===== config.mk =====
export PLATFORM = sky130hd
export DESIGN_NAME = ds_rx_decoder
export DESIGN_NICKNAME = d
export VERILOG_FILES = /design/src/rtl/ds_rx_decoder.sv
export SDC_FILE = /design/constraint.sdc
export NUM_CORES = 1
export LEC_CHECK = 0
export CORE_ASPECT_RATIO = 0.5
export CORE_MARGIN = 2
export CORE_UTILIZATION = 59
export CTS_BUF_LIST = sky130_fd_sc_hd__clkbuf_8
export DETAILED_ROUTE_END_ITERATION = 16
export PLACE_DENSITY = 0.82
export REMOVE_ABC_BUFFERS = 1
export SETUP_SLACK_MARGIN = 0.4
export SYNTH_ARGS = -nofsm -noshare
export SYNTH_HDL_FRONTEND = slang
export SYNTH_SLANG_ARGS = --single-unit

===== constraint.sdc =====
create_clock -name clk -period 2.93 [get_ports clk]
set_input_delay 0.586 -clock clk [delete_from_list [all_inputs] [get_ports clk]]
set_output_delay 0.586 -clock clk [all_outputs]
set_load 0.05 [all_outputs]

===== src/rtl/ds_rx_decoder.sv =====
// IEEE 1355 data/strobe receiver: bit recovery, NULL sync, parity/escape checking, single-entry output hold.
// Optional idle-disconnect detection is built when DS_RX_DISCONNECT_EN is defined.
module ds_rx_decoder #(
  parameter int DISC_CYCLES = 64
) (
  input  logic       clk,
  input  logic       rst_n,
  input  logic       d_in,
  input  logic       s_in,
  input  logic       rx_ready,
  input  logic       err_clr,
  output logic       rx_valid,
  output logic       rx_ctrl,
  output logic [7:0] rx_data,
  output logic       link_up,
  output logic       err_par,
  output logic       err_esc,
  output logic       err_ovr,
  output logic       err_disc
);

  typedef enum logic [1:0] {HUNT, PARITY, FLAG, BODY} state_t;

  localparam logic [1:0] CODE_FCC = 2'b00;
  localparam logic [1:0] CODE_ESC = 2'b11;
  // Last seven bits of a NULL (ESC + FCC) in arrival order, oldest in the MSB.
  localparam logic [6:0] NULL_TAIL = 7'b1110100;

  if (DISC_CYCLES < 2) begin : g_bad_disc
    $error("DISC_CYCLES must be at least 2");
  end

  state_t     state_q, state_d;
  logic       d_s1_q, d_s1_d, d_s2_q, d_s2_d;
  logic       s_s1_q, s_s1_d, s_s2_q, s_s2_d;
  logic       tok_q, tok_d;
  logic [6:0] hist_q, hist_d;
  logic [2:0] cnt_q, cnt_d;
  logic [7:0] body_q, body_d;
  logic       flag_q, flag_d;
  logic       par_acc_q, par_acc_d;
  logic       par_chk_q, par_chk_d;
  logic       esc_pend_q, esc_pend_d;
  logic       rx_valid_q, rx_valid_d;
  logic       rx_ctrl_q, rx_ctrl_d;
  logic [7:0] rx_data_q, rx_data_d;
  logic       link_up_q, link_up_d;
  logic       err_par_q, err_par_d;
  logic       err_esc_q, err_esc_d;
  logic       err_ovr_q, err_ovr_d;

  logic       tok, bit_vld, bit_val;
  logic [7:0] body_nx;
  logic       last_bit, deliver;
  logic       ev_par, ev_esc, ev_ovr, ev_disc;

`ifdef DS_RX_DISCONNECT_EN
  localparam int DW = $clog2(DISC_CYCLES + 1);
  logic [DW-1:0] disc_cnt_q, disc_cnt_d;
  logic          err_disc_q, err_disc_d;
`endif

  always_comb begin
    state_d    = state_q;
    d_s1_d     = d_in;
    d_s2_d     = d_s1_q;
    s_s1_d     = s_in;
    s_s2_d     = s_s1_q;
    hist_d     = hist_q;
    cnt_d      = cnt_q;
    body_d     = body_q;
    flag_d     = flag_q;
    par_acc_d  = par_acc_q;
    par_chk_d  = par_chk_q;
    esc_pend_d = esc_pend_q;
    rx_ctrl_d  = rx_ctrl_q;
    rx_data_d  = rx_data_q;
    link_up_d  = link_up_q;
    rx_valid_d = rx_valid_q & ~rx_ready;
    body_nx    = body_q;
    last_bit   = 1'b0;
    deliver    = 1'b0;
    ev_par     = 1'b0;
    ev_esc     = 1'b0;
    ev_ovr     = 1'b0;
    ev_disc    = 1'b0;

    tok     = d_s2_q ^ s_s2_q;
    tok_d   = tok;
    bit_vld = tok ^ tok_q;
    bit_val = d_s2_q;

    if (bit_vld) begin
      unique case (state_q)
        HUNT: begin
          hist_d = {hist_q[5:0], bit_val};
          if ({hist_q[5:0], bit_val} == NULL_TAIL) begin
            // The matched FCC carried body 00, so the running body parity restarts at 0.
            state_d    = PARITY;
            link_up_d  = 1'b1;
            par_acc_d  = 1'b0;
            esc_pend_d = 1'b0;
          end
        end
        PARITY: begin
          par_chk_d = bit_val ^ par_acc_q;
          state_d   = FLAG;
        end
        FLAG: begin
          if (!(par_chk_q ^ bit_val)) begin
            ev_par = 1'b1;
          end else begin
            flag_d    = bit_val;
            par_acc_d = 1'b0;
            cnt_d     = 3'd0;
            body_d    = 8'h00;
            state_d   = BODY;
          end
        end
        BODY: begin
          body_nx[cnt_q] = bit_val;
          body_d         = body_nx;
          par_acc_d      = par_acc_q ^ bit_val;
          cnt_d          = cnt_q + 3'd1;
          last_bit       = flag_q ? (cnt_q == 3'd1) : (cnt_q == 3'd7);
          if (last_bit) begin
            state_d = PARITY;
            if (esc_pend_q) begin
              esc_pend_d = 1'b0;
              if (flag_q && body_nx[1:0] == CODE_FCC) link_up_d = 1'b1;
              else                                    ev_esc    = 1'b1;
            end else if (flag_q && body_nx[1:0] == CODE_ESC) begin
              esc_pend_d = 1'b1;
            end else begin
              deliver = 1'b1;
            end
          end
        end
        default: state_d = HUNT;
      endcase
    end

    if (deliver) begin
      if (rx_valid_q && !rx_ready) begin
        ev_ovr = 1'b1;
      end else begin
        rx_valid_d = 1'b1;
        rx_ctrl_d  = flag_q;
        rx_data_d  = flag_q ? {6'b0, body_nx[1:0]} : body_nx;
      end
    end

`ifdef DS_RX_DISCONNECT_EN
    disc_cnt_d = disc_cnt_q;
    if (bit_vld) begin
      disc_cnt_d = '0;
    end else if (link_up_q) begin
      if (disc_cnt_q == DW'(DISC_CYCLES - 1)) begin
        ev_disc    = 1'b1;
        disc_cnt_d = '0;
      end else begin
        disc_cnt_d = disc_cnt_q + 1'b1;
      end
    end
    err_disc_d = (err_disc_q & ~err_clr) | ev_disc;
`endif

    // Framing errors resync from scratch; overrun only drops the link indication.
    if (ev_par || ev_esc || ev_disc) begin
      state_d    = HUNT;
      hist_d     = 7'd0;
      esc_pend_d = 1'b0;
    end
    if (ev_par || ev_esc || ev_ovr || ev_disc) link_up_d = 1'b0;

    err_par_d = (err_par_q & ~err_clr) | ev_par;
    err_esc_d = (err_esc_q & ~err_clr) | ev_esc;
    err_ovr_d = (err_ovr_q & ~err_clr) | ev_ovr;
  end

  always_ff @(posedge clk or negedge rst_n) begin
    if (!rst_n) begin
      state_q    <= HUNT;
      d_s1_q     <= 1'b0;
      d_s2_q     <= 1'b0;
      s_s1_q     <= 1'b0;
      s_s2_q     <= 1'b0;
      tok_q      <= 1'b0;
      hist_q     <= 7'd0;
      cnt_q      <= 3'd0;
      body_q     <= 8'h00;
      flag_q     <= 1'b0;
      par_acc_q  <= 1'b0;
      par_chk_q  <= 1'b0;
      esc_pend_q <= 1'b0;
      rx_valid_q <= 1'b0;
      rx_ctrl_q  <= 1'b0;
      rx_data_q  <= 8'h00;
      link_up_q  <= 1'b0;
      err_par_q  <= 1'b0;
      err_esc_q  <= 1'b0;
      err_ovr_q  <= 1'b0;
    end else begin
      state_q    <= state_d;
      d_s1_q     <= d_s1_d;
      d_s2_q     <= d_s2_d;
      s_s1_q     <= s_s1_d;
      s_s2_q     <= s_s2_d;
      tok_q      <= tok_d;
      hist_q     <= hist_d;
      cnt_q      <= cnt_d;
      body_q     <= body_d;
      flag_q     <= flag_d;
      par_acc_q  <= par_acc_d;
      par_chk_q  <= par_chk_d;
      esc_pend_q <= esc_pend_d;
      rx_valid_q <= rx_valid_d;
      rx_ctrl_q  <= rx_ctrl_d;
      rx_data_q  <= rx_data_d;
      link_up_q  <= link_up_d;
      err_par_q  <= err_par_d;
      err_esc_q  <= err_esc_d;
      err_ovr_q  <= err_ovr_d;
    end
  end

`ifdef DS_RX_DISCONNECT_EN
  always_ff @(posedge clk or negedge rst_n) begin
    if (!rst_n) begin
      disc_cnt_q <= '0;
      err_disc_q <= 1'b0;
    end else begin
      disc_cnt_q <= disc_cnt_d;
      err_disc_q <= err_disc_d;
    end
  end
  assign err_disc = err_disc_q;
`else
  assign err_disc = 1'b0;
`endif

  assign rx_valid = rx_valid_q;
  assign rx_ctrl  = rx_ctrl_q;
  assign rx_data  = rx_data_q;
  assign link_up  = link_up_q;
  assign err_par  = err_par_q;
  assign err_esc  = err_esc_q;
  assign err_ovr  = err_ovr_q;

endmodule


======== Word-level counts from Yosys, hierarchy flattened ========
Cells that the tools add are included.
word-level totals
  output and inout bits ................... 15
  memories ................................ 0
  latch bits .............................. 0
  input port bits ......................... 6
  memory bits (writable) .................. 0
  ROM bits ................................ 0
  bits in registers ....................... 42
operators by class
  magnitude comparators ................... 2
  divide/modulo/power cells ............... 0
  $mul .................................... 0
  eq/ne operators ......................... 16
  bitwise operators ....................... 14
  reductions and logical operators ........ 25
  multiplexer cells ....................... 53
  add/subtract/negate cells ............... 1
  shift-type cells ........................ 0
operator list
  cell                                                         count
  two-way mux 1 bit                                            32
  two-way mux 8 bit                                            4
  inequality test 3 bit (second input constant)                7
  two-way mux 6 bit                                            3
  case mux 8 bit (2 select lines)                              1
  AND reduction 4 bit                                          3
  two-way mux 2 bit                                            5
  nonzero test 3 bit                                           3
  bitwise mux 8 bit                                            1
  case mux 2 bit (4 select lines)                              1
  nonzero test 2 bit                                           4
  equality test 7 bit (second input constant)                  1
  equality test 2 bit (second input constant)                  3
  case mux 3 bit (2 select lines)                              1
  AND reduction 2 bit                                          3
  AND reduction 3 bit                                          2
  AND reduction 6 bit                                          1
  bitwise AND 1 bit                                            4
  logical AND 1 bit                                            4
  logical NOT 2 bit                                            2
  less-than comparator 3 x 4 -> 1 bit (second input constant)  1
  inequality test 2 bit (second input constant)                2
  case mux 1 bit (2 select lines)                              2
  bitwise XOR 1 bit                                            4
  other kinds (12)                                             17

======== Depth between registers and ports, before layout ========
  word-level depth ........................ 16
  mapped depth ............................ 9

======== Worst setup path before layout ========
No wires, ideal clock.
  path kind ............................... register to register
  from .................................... register s_s2_q
  to ...................................... register rx_ctrl_q (netlist: rx_ctrl)
  path buffers ............................ 1
  slack ................................... 0.731 ns
  arrival ................................. 2.074 ns
  cell stages (with the launch flop) ...... 7
  clock period less this slack ............ 2.199 ns
  cell sequence ........................... dfrtp_1 -> xor3_2 -> and2_4 -> nand2_1 -> or4_1 -> buf_6 -> mux2_4
between the ends
  word-level cells in the longest chain between the ends .. 4
ends and longest elaborated chain
  item                           RTL line  source
  from (decl)                    35        logic s_s1_q, s_s1_d, s_s2_q, s_s2_d;
  from (signal assigned)         208       s_s2_q <= s_s2_d;
  bitwise XOR 1 bit              88        tok = d_s2_q ^ s_s2_q;
  bitwise XOR 1 bit              90        bit_vld = tok ^ tok_q;
  two-way mux 1 bit              93        if (bit_vld) begin
  AND reduction 2 bit (no line)  -
  to (signal assigned)           218       rx_ctrl_q <= rx_ctrl_d;
  to (decl)                      45        logic rx_ctrl_q, rx_ctrl_d;
Every way passes these cells.
A chain may end at the register's enable or synchronous reset.

======== Worst setup path after layout ========
  from .................................... register cnt_q[1]
  to ...................................... register hist_q[5]
between the ends
  word-level cells in the longest chain between the ends .. 15
ends and longest elaborated chain
  item                                                                                                              RTL line  source
  from (decl)                                                                                                       38        logic [2:0] cnt_q, cnt_d;
  from (signal assigned)                                                                                            211       cnt_q <= cnt_d;
  less-than comparator 3 x 4 -> 1 bit (not written as such) / >= comparator 3 x 1 -> 1 bit (equally long branches)  121       body_nx[cnt_q] = bit_val;
  logical AND 1 bit (not written as such)                                                                           121
  two-way mux 1 bit (not written as such)                                                                           121
  demux 1 bit (select 3 bit)                                                                                        121
  bitwise mux 8 bit                                                                                                 121
  logical NOT 2 bit                                                                                                 130       if (flag_q && body_nx[1:0] == CODE_FCC) link_up_d = 1'b1;
  logical AND 1 bit                                                                                                 130
  two-way mux 1 bit                                                                                                 130
  two-way mux 1 bit                                                                                                 128       if (esc_pend_q) begin
  two-way mux 1 bit (*)                                                                                             126       if (last_bit) begin
  two-way mux 1 bit (*)                                                                                             94        unique case (state_q)
  two-way mux 1 bit (*)                                                                                             93
  logical OR 1 bit (*)                                                                                              169       if (ev_par || ev_esc || ev_disc) begin
  nonzero test 2 bit (no line)                                                                                      -
  AND reduction 2 bit (no line)                                                                                     -
  to (signal assigned)                                                                                              210       hist_q <= hist_d;
  to (decl)                                                                                                         37        logic [6:0] hist_q, hist_d;
Every way passes the cells marked *; elsewhere a longest branch is shown, timed or not.

==> metrics.md <==
| Metric | Value |
|---|---|
| Status | complete, no violations |
| Ratio of final minimum period to clock period | 80.60% |
| Die span in y | 47.73 µm |
| Rel. slew slack | 39.88% |
| Final setup viols | 0 |
| Die width | 91.45 µm |
| Total track usage | 21.47% |
| Top cells by area, synth | dfrtp_1 47%, mux2_4 6.0%, nand2_1 5.2% |
| Fin. max-slew vios | 0 |
| Root Driver | clkbuf_8 |
| Worst skew pair latency | 290 ps |
| Final hold vios | 0 |
| HP Start | s_s1_q |
| Mapped Avg Cell Area | 10.21 µm² |
| Capturing point of the worst reg2reg path | hist_q[5] |
| CP max-delay cell | dfrtp_1 |
| Final setup TNS | 0 ps |
| RSZ-0062 raised after global routing | false |
| Vias/cell | 5.875 |
| Post-synthesis cell area | 2256 µm² |
| Reg clk slew, reported paths | 80 ps |
| Clock sinks | 42 |
| Post-detailed-route count of antenna-violating nets | 0 |
| First-pass GRT wire length | 7.141 mm |
| Share of cells above drive strength 1 | 15.13% |
| Minimum clock period | 2362 ps |
| Sw Ratio | 40.21% |
| Critical path endpoint category | register |
| Fin nets | 249 |
| Post-CTS Hold Fix Bufs | 0 |
| Slowest cell delay on critical path | 510 ps |
| Net switching power | 826.5 µW |
| GP Congestion | 0.8460 |
| R2r setup slk | 570 ps |
| Leakage | 1.173 nW |
| Pwr Density | 798.3 nW/µm² |
| Logic pwr share | 40.3% |
| Seq pwr share | 41.3% |
| Gr ovfl total | 0 |
| #FFs+latches synth | 42 |
| Final core occ | 72.59% |
| Fmax | 0.4234 GHz |
| Number of I/O pins | 21 |
| Critical Path Start Type | register |
| Post-synth top area share | 46.59% |
| Worst path arrival time | 2590 ps |
| P_int | 1.229 mW |
| Antenna Cells | 0 |
| Unique masters post-synth | 46 |
| Final WL | 4.335 mm |
| WL per Instance | 15.00 µm |
| Crit path max fanout | 14 |
| Worst VDD drop | 0.4829 mV |
| Worst path cell trace | or3b_1 > a2111o_1 > a32o_1 > o21ai_2 > a22o_1 |
| Clock tree buffer depth | 2 |
| Largest net degree at the start of global routing | 43 |
| I/O Buffers | 19 |
| Initial core utilization | 63.60% |
| Htree depth | 2 |
| DP Wirelength | 2.987 mm |
| CTS tree | done |
| Hold EP | s_s2_q |
| Placeable Area | 3547 µm² |
| Reg2Reg Depth | 5 |
| Ys Warns | 0 |
| Dominant cell type by area after synthesis | dfrtp_1 |
| Vias | 1698 |
| MaxCap Viol Count | 0 |
| Setup Skew | 6.461 ps |
| Worst-Margin Slew | 901.8 ps |
| Core Rows | 15 |
| Worst reg2reg startpoint | cnt_q[1] |
| Hold Crit Class | reg -> reg |
| Seq/Total Area, Yosys | 46.59% |
| Vias in the first global route | 1549 |
| DRC | 0 |
| Initial drt markers | 72 |
| Area growth from synthesis to layout | 14.14% |
| Initial antenna violation count | 0 |
| Die area | 4364 µm² |
| Hold Crit Depth | 0 |
| Synth Instances | 221 |
| CP Class | reg -> reg |
| Clock group share of total power | 18.5% |
| Drt first pass iters | 4 |
| CP required | 3160 ps |
| Total CTS buffers | 5 |
-- area by class of cell --
| cell class | count | area (µm²) |
|---|---|---|
| Timing Repair Buffer | 23 | 215.2 |
| Inverter | 11 | 41.29 |
| Sequential cell | 42 | 1054 |
| Clock buffer | 6 | 82.58 |
| Clock inverter | 2 | 8.758 |
| Multi-Input combinational cell | 154 | 1110 |
| Tap cell | 51 | 63.81 |
| Fill cell | 244 | 972.2 |
-- power groups by stage --
stage / combinational (mW) / clock, mW / sequential, mW
6_report: 0.827 / 0.380 / 0.849
4_1_cts: 0.817 / 0.389 / 0.846
3_3_place_gp: 0.784 / 0 / 0.844
2_1_floorplan: 0.517 / 0 / 0.907
3_5_place_dp: 0.810 / 0 / 0.857
5_1_grt: 0.904 / 0.409 / 0.871
-- worst max-delay path, delay by kind of cell (launching register included) --
family           cells  cell delay (ps)
AO/OA/AOI/OAI        4             1290
flip-flops           1              510
AND/OR/NAND/NOR      1              490
-- stage by stage --
stage               cells  cell area [µm²]  setup slack, ps  hold WS (ps)  power, mW
global route          289             2575            420.0         359.7      2.185
global placement      281             2471            404.8         334.1      1.627
detailed placement    281             2471            343.4         338.7      1.667
finish                289             2575            568.3         352.6      2.055
CTS                   289             2566            435.0         356.6      2.051
floorplan             207             2192            347.9         290.4      1.424
-- flip-flops by register name, indices dropped and copies added, names as in the netlist, 2 cells and up --
register,flops
state_q,2
body_q,8
rx_data,8
cnt_q,3
hist_q,6
-- synthesized netlist by cell type, drive strengths merged --
master   count
or3          1
inv         11
nor4bb       1
nor2         7
conb         1
nand3        7
o2bb2ai      2
and3         2
nor2b        2
a31oi        2
xor3         1
or3b         1
a21oi       10
a32o         2
xor2         1
nor3         4
dfrtp       42
and4b        2
ha           6
a22o        12
o32ai        1
xnor2        1
and2         1
nor3b        3
o31a         1
buf          2
o41ai        1
o22ai        3
or2          3
mux2i        5
o21a         1
nand2b       1
and4         1
nand3b       4
nand2       31
a211o        1
o21ai       13
mux2        14
a211oi       2
clkbuf      12
or4          1
a41oi        1
a2111o       1
-- cell families after synthesis --
| kind of cell | share of synthesized area (%) |
|---|---|
| muxes | 10.70 |
| and+or+nand+nor | 16.42 |
| buffers and inverters | 4.659 |
| DFF | 46.59 |
| xor gates and xnor gates | 1.886 |
| AOI/OAI and AO/OA | 16.25 |
| other | 0.1662 |
| adders and majority gates | 3.328 |
-- worst max path at each step --
stage	endpoint	depth (start not counted)	from
2_1_floorplan	rx_ctrl	5	bit_val
3_3_place_gp	rx_data[2]	5	cnt_q[2]
3_5_place_dp	rx_data[0]	5	cnt_q[0]
4_1_cts	hist_q[5]	5	cnt_q[0]
5_1_grt	state_q[0]	5	cnt_q[1]
6_report	hist_q[5]	5	cnt_q[1]
-- timing repair --
action	in CTS	in global routing
setup buffers	0	0
resized for setup	1	5
endpoints found under the setup margin	9	7
-- routing by layer --
metal | global-route usage (%) | part of all wire (%) | vias to the layer above | wire (µm)
met2 | 36.62 | 46 | 46 | 1982
met1 | 27.96 | 48 | 827 | 2066
li1 | - | - | 819 | -
met4 | 6.667 | 1.1 | 0 | 47
met5 | 0 | 0 | - | 0
met3 | 5.984 | 5.5 | 6 | 238
-- cells in the final DEF (no fill, tap or decap), drive strengths merged, types with 3 or more instances in the layout --
master,synthesis,final
mux2,14,14
a22o,12,12
dfrtp,42,42
nor2,7,7
inv,11,12
mux2i,5,5
a21oi,10,10
nand2,31,31
ha,6,6
nor3,4,4
o22ai,3,3
nor3b,3,3
or2,3,3
o21ai,13,13
buf,2,5
nand3,7,7
clkbuf,12,6
clkdlybuf4s50,0,18
nand3b,4,4
(Power assumes the default switching activity.)
